==> src/rtl/atm_disp_pkg.sv <==
// rtl/atm_disp_pkg.sv - shared char codes, glyph table and display defaults
// Contents: default timing parameters, 5-bit character code constants,
// the 32-entry active-low glyph table (bit 6 = seg a .. bit 0 = seg g)
// and the per-slot scan state type.
package atm_disp_pkg;

    localparam int DEF_REFRESH_DIV  = 100000;
    localparam int DEF_GUARD_TICKS  = 4;
    localparam int DEF_BLINK_FRAMES = 64;

    localparam int NUM_DIGITS = 8;
    localparam int CHAR_W     = 5;
    localparam int SEG_W      = 7;

    localparam logic [CHAR_W-1:0] CH_BLANK = 5'd0;
    localparam logic [CHAR_W-1:0] CH_A = 5'd1,  CH_B = 5'd2,  CH_C = 5'd3,  CH_D = 5'd4;
    localparam logic [CHAR_W-1:0] CH_E = 5'd5,  CH_F = 5'd6,  CH_G = 5'd7,  CH_H = 5'd8;
    localparam logic [CHAR_W-1:0] CH_I = 5'd9,  CH_J = 5'd10, CH_K = 5'd11, CH_L = 5'd12;
    localparam logic [CHAR_W-1:0] CH_M = 5'd13, CH_N = 5'd14, CH_O = 5'd15, CH_P = 5'd16;
    localparam logic [CHAR_W-1:0] CH_Q = 5'd17, CH_R = 5'd18, CH_S = 5'd19, CH_T = 5'd20;
    localparam logic [CHAR_W-1:0] CH_U = 5'd21, CH_V = 5'd22, CH_W = 5'd23, CH_X = 5'd24;
    localparam logic [CHAR_W-1:0] CH_Y = 5'd25, CH_Z = 5'd26;

    // Listed from code 31 down to code 0; codes 27..31 and 0 are blank.
    localparam logic [31:0][SEG_W-1:0] GLYPH_TABLE = '{
        7'h7F, 7'h7F, 7'h7F, 7'h7F, 7'h7F,          // 31..27 blank
        7'h12, 7'h44, 7'h48, 7'h55, 7'h63,          // Z Y X W V
        7'h41, 7'h70, 7'h24, 7'h7A, 7'h0C,          // U T S R Q
        7'h18, 7'h01, 7'h6A, 7'h2B, 7'h71,          // P O N M L
        7'h28, 7'h43, 7'h79, 7'h48, 7'h21,          // K J I H G
        7'h38, 7'h30, 7'h42, 7'h31, 7'h60,          // F E D C B
        7'h08, 7'h7F                                // A blank
    };

    typedef enum logic {
        ST_GUARD = 1'b0,
        ST_DRIVE = 1'b1
    } slot_state_e;

endpackage

==> src/rtl/char_glyph_rom.sv <==
// rtl/char_glyph_rom.sv - combinational 5-bit char code to 7-segment glyph lookup
// Ports: code  - character code (0 blank, 1..26 A..Z, 27..31 blank)
//        glyph - active-low segments a..g on glyph[6]..glyph[0]
module char_glyph_rom
    import atm_disp_pkg::*;
(
    input  logic [CHAR_W-1:0] code,
    output logic [SEG_W-1:0]  glyph
);

    assign glyph = GLYPH_TABLE[code];

endmodule

==> src/rtl/msg_scan_driver.sv <==
// rtl/msg_scan_driver.sv - eight-digit multiplexed 7-segment message scanner
// Ports: clk, reset (sync, active-low)
//        msg/msg_valid/msg_ready - 8 x 5-bit message, accepted once per frame
//        blink                   - flash request, sampled at frame boundaries
//        AN                      - active-low anodes, slot k drives AN[k]
//        led                     - active-low segments a..g on led[6]..led[0]
//        frame_start             - pulse on the first tick of slot 0
module msg_scan_driver
    import atm_disp_pkg::*;
#(
    parameter int REFRESH_DIV  = DEF_REFRESH_DIV,
    parameter int GUARD_TICKS  = DEF_GUARD_TICKS,
    parameter int BLINK_FRAMES = DEF_BLINK_FRAMES
) (
    input  logic        clk,
    input  logic        reset,
    input  logic [39:0] msg,
    input  logic        msg_valid,
    output logic        msg_ready,
    input  logic        blink,
    output logic [7:0]  AN,
    output logic [6:0]  led,
    output logic        frame_start
);

    localparam int TICK_W = (REFRESH_DIV > 1) ? $clog2(REFRESH_DIV) : 1;
    localparam int BCNT_W = $clog2(BLINK_FRAMES + 1);

    localparam logic [TICK_W-1:0] TICK_LAST = TICK_W'(REFRESH_DIV - 1);
    localparam logic [TICK_W-1:0] GUARD_END = TICK_W'(GUARD_TICKS);

    // Counters hold the scan position whose outputs are registered at the
    // next edge, so AN/led appear one cycle after the position they encode.
    logic [TICK_W-1:0] tick, tick_nxt;
    logic [2:0]        slot, slot_nxt;
    slot_state_e       state, state_nxt;
    logic [39:0]       disp_msg, disp_nxt;
    logic [BCNT_W-1:0] blink_cnt, blink_cnt_nxt;
    logic              blink_phase, blink_phase_nxt;

    logic              tick_last;
    logic              frame_edge;
    logic              slot_end;
    logic              accept;
    logic [CHAR_W-1:0] chars [NUM_DIGITS];
    logic [CHAR_W-1:0] code_sel;
    logic [SEG_W-1:0]  glyph;
    logic [7:0]        an_d;
    logic [6:0]        led_d;

    assign tick_last  = (tick == TICK_LAST);
    assign frame_edge = (slot == 3'd0) && (tick == '0);
    assign slot_end   = (slot == 3'd7) && tick_last;
    assign tick_nxt   = tick_last ? '0 : tick + TICK_W'(1);
    assign slot_nxt   = tick_last ? slot + 3'd1 : slot;

    // msg_ready is only high in the cycle right before a frame boundary, so
    // an accept always coincides with frame_edge and never tears a frame.
    assign accept   = msg_valid && msg_ready;
    assign disp_nxt = accept ? msg : disp_msg;

    // Blink bookkeeping: blink_cnt is the number of frames already shown in
    // the current phase; the phase flips once that reaches BLINK_FRAMES.
    always_comb begin
        blink_cnt_nxt   = blink_cnt;
        blink_phase_nxt = blink_phase;
        if (frame_edge) begin
            if (!blink) begin
                blink_cnt_nxt   = '0;
                blink_phase_nxt = 1'b0;
            end else if (blink_cnt == BCNT_W'(BLINK_FRAMES)) begin
                blink_cnt_nxt   = BCNT_W'(1);
                blink_phase_nxt = ~blink_phase;
            end else begin
                blink_cnt_nxt   = blink_cnt + BCNT_W'(1);
            end
        end
    end

    // The lookup reads disp_nxt so a message latched at the boundary is
    // already used for slot 0 of the frame that boundary opens.
    always_comb begin
        for (int i = 0; i < NUM_DIGITS; i++) begin
            chars[i] = disp_nxt[i*CHAR_W +: CHAR_W];
        end
    end
    assign code_sel = chars[slot];

    char_glyph_rom u_glyph_rom (
        .code  (code_sel),
        .glyph (glyph)
    );

    // Slot FSM: state register
    always_ff @(posedge clk) begin
        if (!reset) begin
            state <= ST_GUARD;
        end else begin
            state <= state_nxt;
        end
    end

    // Slot FSM: next state tracks which window tick_nxt falls into
    always_comb begin
        state_nxt = state;
        case (state)
            ST_GUARD: if (tick_nxt >= GUARD_END) state_nxt = ST_DRIVE;
            ST_DRIVE: if (tick_nxt <  GUARD_END) state_nxt = ST_GUARD;
            default:  state_nxt = ST_GUARD;
        endcase
    end

    // Slot FSM: outputs
    always_comb begin
        an_d  = 8'hFF;
        led_d = 7'h7F;
        if (state == ST_DRIVE && !blink_phase_nxt) begin
            an_d  = ~(8'b1 << slot);
            led_d = glyph;
        end
    end

    always_ff @(posedge clk) begin
        if (!reset) begin
            tick        <= '0;
            slot        <= '0;
            disp_msg    <= '0;
            blink_cnt   <= '0;
            blink_phase <= 1'b0;
            AN          <= 8'hFF;
            led         <= 7'h7F;
            msg_ready   <= 1'b0;
            frame_start <= 1'b0;
        end else begin
            tick        <= tick_nxt;
            slot        <= slot_nxt;
            disp_msg    <= disp_nxt;
            blink_cnt   <= blink_cnt_nxt;
            blink_phase <= blink_phase_nxt;
            AN          <= an_d;
            led         <= led_d;
            msg_ready   <= slot_end;
            frame_start <= frame_edge;
        end
    end

endmodule

==> config.mk <==
export PLATFORM = sky130hd
export DESIGN_NAME = msg_scan_driver
export DESIGN_NICKNAME = d
export VERILOG_FILES = /design/src/rtl/atm_disp_pkg.sv /design/src/rtl/char_glyph_rom.sv /design/src/rtl/msg_scan_driver.sv
export SDC_FILE = /design/constraint.sdc
export NUM_CORES = 1
export LEC_CHECK = 0
export BUFFER_PORTS_ARGS = -buffer_cell sky130_fd_sc_hd__buf_2
export CAP_MARGIN = 10
export CELL_PAD_IN_SITES_DETAIL_PLACEMENT = 1
export CELL_PAD_IN_SITES_GLOBAL_PLACEMENT = 1
export CORE_UTILIZATION = 45
export DETAILED_ROUTE_END_ITERATION = 8
export GPL_ROUTABILITY_DRIVEN = 0
export PLACE_DENSITY = 0.84
export SYNTH_ARGS = -nofsm -noshare
export SYNTH_HDL_FRONTEND = slang
export SYNTH_HIERARCHICAL = 1
export SYNTH_SLANG_ARGS = --single-unit
==> constraint.sdc <==
create_clock -name clk -period 4.15 [get_ports clk]
set_input_delay 0.2075 -clock clk [delete_from_list [all_inputs] [get_ports clk]]
set_output_delay 0.2075 -clock clk [all_outputs]
set_load 0.01 [all_outputs]
==> results of run 1 <==
## state kept, by name (all words and copies together), names as in the netlist
name         flops
AN               8
blink_cnt        7
blink_phase      1
disp_msg        40
frame_start      1
led              7
msg_ready        1
slot             3
state            1
tick            17
## per-layer routing
metal | wire (um) | GRT usage | part of all wire
met4 | 109 | 0.0479 | 0.010
met2 | 5540 | 0.401 | 0.52
met3 | 279 | 0.0465 | 0.026
met5 | 0 | 0 | 0
met1 | 4750 | 0.258 | 0.44
## per-stage QoR
stage	hold slack, ps	worst slack (ps)	area [um^2]
CTS	114	745	5030
detailed placement	497	770	4810
floorplan	378	873	4420
global placement	469	909	4810
finish	118	747	5030
global route	119	396	5030
## power breakdown
group / leakage [nW] / switching, mW / internal (mW)
sequential: 0.694 / 0.00621 / 0.830
combinational: 1.38 / 0.0358 / 0.0335
clock: 0.108 / 0.329 / 0.346
## worst max-delay path: stages, from the launching register on
cell       delay (ps)
dfxtp_1           360
nand2_2           420
buf_4             360
mux2i_1           150
mux4_2            470
mux2i_1           150
buf_4             170
inv_1             100
ha_1              280
a2111oi_0         510
a221oi_1          110
nand3b_1          190
## final cells by class
class	instances	area (um^2)	share of cell area
Sequential cell	86	1720	0.342
Inverter	13	48.8	0.00969
Tap cell	129	161	0.0321
Clock inverter	7	104	0.0206
Clock buffer	9	124	0.0246
Timing Repair Buffer	70	375	0.0746
Multi-Input combinational cell	317	2500	0.497
## kinds of logic after synthesis
| logic type | Yosys count | share of synthesized area |
|---|---|---|
| multiplexers | 61 | 0.167 |
| adder cells (fa/ha/maj) | 18 | 0.0510 |
| AND/OR/NAND/NOR | 170 | 0.225 |
| buffers and inverters | 44 | 0.0456 |
| AO/OA/AOI/OAI | 43 | 0.0720 |
| flip-flops | 86 | 0.390 |
| XOR/XNOR | 25 | 0.0496 |
## synth_stat cells (4+ instances only)
cell type / n / area share
a21oi_1: 5 / 0.0057
and2_1: 9 / 0.013
buf_1: 5 / 0.0042
buf_2: 5 / 0.0057
clkbuf_1: 16 / 0.014
dfxtp_1: 86 / 0.39
ha_1: 18 / 0.051
inv_1: 11 / 0.0093
mux2i_1: 48 / 0.11
mux4_2: 10 / 0.051
nand2_1: 17 / 0.014
nand2b_1: 4 / 0.0057
nand3_1: 15 / 0.017
nand3b_1: 11 / 0.019
nand4_1: 9 / 0.013
nor2_1: 22 / 0.019
nor2b_1: 49 / 0.069
nor3_1: 7 / 0.0079
nor4_1: 5 / 0.0071
o21ai_0: 7 / 0.0079
xnor2_1: 13 / 0.026
xor2_1: 12 / 0.024
## placed cells by master (no fill, tap or decap), types with 3 or more instances in the layout
master and n:
dfxtp_1 86, buf_2 60, nor2b_1 49, mux2i_1 47
nor2_1 22, ha_1 18, nand2_1 16, nand3_1 15
xnor2_1 13, xor2_1 12, inv_1 11, nand3b_1 11
mux4_2 10, buf_4 10, and2_1 9, nand4_1 9
clkbuf_8 9, nor3_1 7, o21ai_0 7, nor4_1 5
a21oi_1 5, nand2b_1 4, or3_1 3, and3_1 3
and4_1 3, o31ai_1 3, a31oi_1 3, a2111oi_0 3
mux2_2 3
## worst paths after layout
check,startpoint,end,slack (ps)
setup / recovery,msg_ready,led[3],750
hold / removal,msg[20],disp_msg[20],120
setup reg to reg,msg_ready,led[3],750
hold reg to reg,tick[0],tick[0],520
==> flow_metrics.tcl, run 1 <==
set metrics [dict create \
    placement.io_buffers 60 \
    worstMarginPinSlew_ps 774 \
    leakagePower_nw 2.19 \
    grt_pass1_vias 3518 \
    routed_wirelength_mm 10.7 \
    synth.yosys.seq_area_share 0.390 \
    drc_errors 0 \
    io_pins 61 \
    grt.total_usage 0.218 \
    antenna_found_initial 0 \
    vias_per_cell 5.41 \
    synth_edf_count 0 \
    hold_viol 0 \
    ctsHoldBuffers 0 \
    cts_resized 0 \
    dieHeight_um 101 \
    finalSetupViolations 0 \
    start_util 0.471 \
    totalPowerFinal_mw 1.58 \
    grt_setup_unrepaired "false" \
    ir_drop_uv 223 \
    rows 35 \
    path_max_fanout 24 \
    criticalPathCategory "register to register" \
    area_growth_pct 14.0 \
    ys_seq_elements 86 \
    final_core_util 0.537 \
    cts_max_path_buffers 2 \
    clock_skew_ps 10.9 \
    dp_hpwl_mm 7.80 \
    hp-class "input pin to register" \
    antenna_left 0 \
    ys_types 59 \
    post_drt_wl_per_cell_um 16.9 \
    fin_cells 631 \
    arrival_ps 3630 \
    drt-initial-drc-count 84 \
    cts_tree "yes" \
    die_area_um2 10200 \
    tns_ps 0 \
    cp-start-kind "register" \
    drv_cap 0 \
    maxSlewViolCount 0 \
    cts.htree.levels 3 \
    grt_pass1_wl_mm 17.2 \
    grt_max_degree 55 \
    grt_overflow_total 0 \
    synth.avg_cell_area_um2 9.88 \
    synthCells 447 \
    status "completed" \
    ys.flop_type "dfxtp_1" \
    firstDrtPassIters 4 \
    fin_nets 559 \
    ys_warn_count 6 \
    fmax_mhz 294 \
    cts.clk_slew.worst_paths_ps 100 \
    core_area_um2 9370 \
    whs_path_depth 3 \
    clock_latency_ps 370 \
    async_flop_share 0 \
    root_buffer "clkbuf_8" \
    p_per_area_nw_per_um2 314 \
    relSlewSlack 0.484 \
    vias 3412 \
    drive_gt1_frac 0.219 \
    fin_crit_sh 0.820 \
    period_minus_slack_ps 3400 \
    syn-num-nets 509 \
    end_kind "register" \
    cts_made_buffers 9 \
    reg2reg_depth 11 \
    syn-cell-area_um2 4420 \
    antenna_cells 0 \
    crit_required_ps 4380 \
    n_fill_cell 1112 \
    cts.sinks 86 \
    dpl.cell_count 615 \
    die_w_um 101 \
    cts_setup_buffers 0 \
]
(Power assumes the default switching activity.)
==> run 2, diff against run 1 <==
--- a/config.mk
+++ b/config.mk
@@ -9,10 +9,10 @@
 export CAP_MARGIN = 10
 export CELL_PAD_IN_SITES_DETAIL_PLACEMENT = 1
 export CELL_PAD_IN_SITES_GLOBAL_PLACEMENT = 1
-export CORE_UTILIZATION = 45
+export CORE_UTILIZATION = 40
 export DETAILED_ROUTE_END_ITERATION = 8
 export GPL_ROUTABILITY_DRIVEN = 0
-export PLACE_DENSITY = 0.84
+export PLACE_DENSITY = 0.8
 export SYNTH_ARGS = -nofsm -noshare
 export SYNTH_HDL_FRONTEND = slang
 export SYNTH_HIERARCHICAL = 1
==> constraint.sdc (replaced) <==
create_clock -name clk -period 2.7 [get_ports clk]
set_input_delay 0.135 -clock clk [delete_from_list [all_inputs] [get_ports clk]]
set_output_delay 0.135 -clock clk [all_outputs]
set_load 0.01 [all_outputs]
==> flow_metrics.tcl, run 2 (same netlist as run 1, synthesis figures left out) <==
set metrics [dict create \
    met3WireLength_um 432 \
    dp_hpwl_mm 8.05 \
    grt_overflow_total 0 \
    leakagePower_nw 2.28 \
    root_buffer "clkbuf_8" \
    drv_cap 0 \
    critical_path.max_stage_delay_ps 520 \
    final_cell_mix "dfxtp_1 (85), buf_2 (60), nor2b_1 (49), mux2i_1 (37), buf_4 (25)" \
    hold_end "disp_msg[39]" \
    antenna_cells 0 \
    reg_top3 "disp_msg (40), tick (17), AN (8)" \
    p_sw_frac 0.235 \
    cts_max_path_buffers 2 \
    grt_pass1_wl_mm 17.5 \
    grt_pass1_vias 3558 \
    violations "negative setup slack" \
    criticalPathCategory "register to register" \
    drive_gt1_frac 0.284 \
    status "finished, violations left" \
    place_area_um2 4970 \
    clkPwrFrac 0.397 \
    pre_cts_ws_ps -239 \
    cts_made_buffers 9 \
    die_area_um2 11500 \
    cts.clk_slew.worst_paths_ps 100 \
    antenna_found_initial 1 \
    pwr-share-seq 0.554 \
    fin_crit_sh 1.01 \
    vias_per_cell 5.41 \
    start_util 0.409 \
    drt-initial-drc-count 182 \
    top_register "disp_msg" \
    antenna_left 0 \
    final_common_cell "dfxtp_1" \
    cpMaxStageDelayCell "mux4_2" \
    vias 3583 \
    firstDrtPassIters 4 \
    p_comb_frac 0.050 \
    p_switching_mw 0.546 \
    fin_nets 580 \
    arrival_ps 2970 \
    grt_max_degree 47 \
    io_pins 61 \
    post_drt_wl_per_cell_um 18.0 \
    path_max_fanout 7 \
    crit_required_ps 2940 \
    design_area_um2 5410 \
    area_growth_pct 22.5 \
    largest_register_ff_count 40 \
    whs_path_depth 3 \
    cts_tree "yes" \
    grt_setup_unrepaired "true" \
    grt.total_usage 0.197 \
    end_kind "register" \
    wl_met2_mm 5.92 \
    drc_errors 0 \
    core_area_um2 10800 \
    hp-start "msg[39]" \
    reg2reg_slack_ps -30 \
    hold_viol 0 \
    reg2reg_depth 11 \
    whs_ps 39.4 \
    wl_met1_mm 5.17 \
    clock_latency_ps 380 \
    finalSetupViolations 2 \
    maxSlewViolCount 0 \
    cts.htree.levels 3 \
    die_w_um 107 \
    ir_drop_uv 208 \
    placement.io_buffers 60 \
    ctsHoldBuffers 0 \
    worstMarginPinSlew_ps 604 \
    rows 38 \
    dieHeight_um 107 \
    top_layer_used "met5" \
    cts.sinks 86 \
    period_minus_slack_ps 2730 \
    intPower_mw 1.78 \
    fin_ws_ps -31.9 \
    fmax_mhz 366 \
    cp_cell_sequence "nand2_8, clkbuf_16, mux2i_2, mux4_2, mux2i_4, inv_2, ha_4, or4_4, o2111ai_2, o31ai_1, nand3b_1" \
    routed_wirelength_mm 11.9 \
    p_per_area_nw_per_um2 429 \
    cp-start-kind "register" \
    relSlewSlack 0.592 \
    reg2reg_to "led[4]" \
    hp-class "input pin to register" \
    clock_skew_ps 23.1 \
    rr_startpoint "msg_ready" \
]
[run 2: cell types whose count changed in the layout (fill, tap and decap cells not counted), sizes merged]
cell	change
bufinv	-1
clkinvlp	-1
inv	-2
clkbuf	+5
buf	+18
clkinv	+1
[run 2: how the worst max path moves through the flow]
stage	start	endpoint	slack, ps	cells after the start
after CTS	msg_ready	led[4]	0.3	11
after global placement	msg_ready	led[5]	-170	9
after global routing	msg_ready	led[4]	-110	11
final	msg_ready	led[4]	-30	11
after floorplan	msg_ready	led[4]	1	11
after detailed placement	msg_ready	led[5]	-240	9
[run 2: worst max-delay path, delay by kind of cell (launching register included)]
kind	cells	cell delay (ps)
flip-flops	1	380
buffers and inverters	2	280
adder cells (fa/ha/maj)	1	170
multiplexers	3	860
AO/OA/AOI/OAI	2	180
AND/OR/NAND/NOR	3	730
[run 2: power by group through the flow]
stage                     Combinational, mW  Sequential [mW]  Clock [mW]
after floorplan                      0.0592             1.31           0
after global placement                0.110             1.32           0
after detailed placement              0.112             1.32           0
after CTS                             0.113             1.29       0.931
after global routing                  0.127             1.29       0.989
final                                 0.116             1.29       0.921
[run 2: per-stage QoR]
stage / TNS, ps / std cells / total power [mW] / utilization
2_1_floorplan: 0 / 447 / 1.37 / -
3_3_place_gp: -245 / 638 / 1.43 / 0.461
3_5_place_dp: -557 / 638 / 1.43 / 0.461
4_1_cts: 0 / 653 / 2.33 / 0.482
5_1_grt: -371 / 662 / 2.40 / 0.502
6_report: -32.1 / 662 / 2.32 / 0.502
[run 2: layout make-up]
class                      instances  area [um^2]
tap                              140          175
multi-input combinational        317         2650
timing repair buffer              91          623
clock inverter                     4         47.5
fill                            1219         5380
clock buffer                      11          141
inverter                          13         51.3
sequential                        86         1730
[run 2: repair_timing]
| action | CTS | global route |
|---|---|---|
| resized for setup | 8 | 19 |
| pin swaps | 0 | 6 |
| setup buffers | 0 | 6 |
| endpoints found under the setup margin | 7 | 6 |
| gates cloned | 0 | 3 |
[run 2: layer usage]
metal,track usage,up-vias
li1,-,1713
met1,0.252,1776
met2,0.318,60
met3,0.0401,32
met4,0.0881,2
met5,0,-
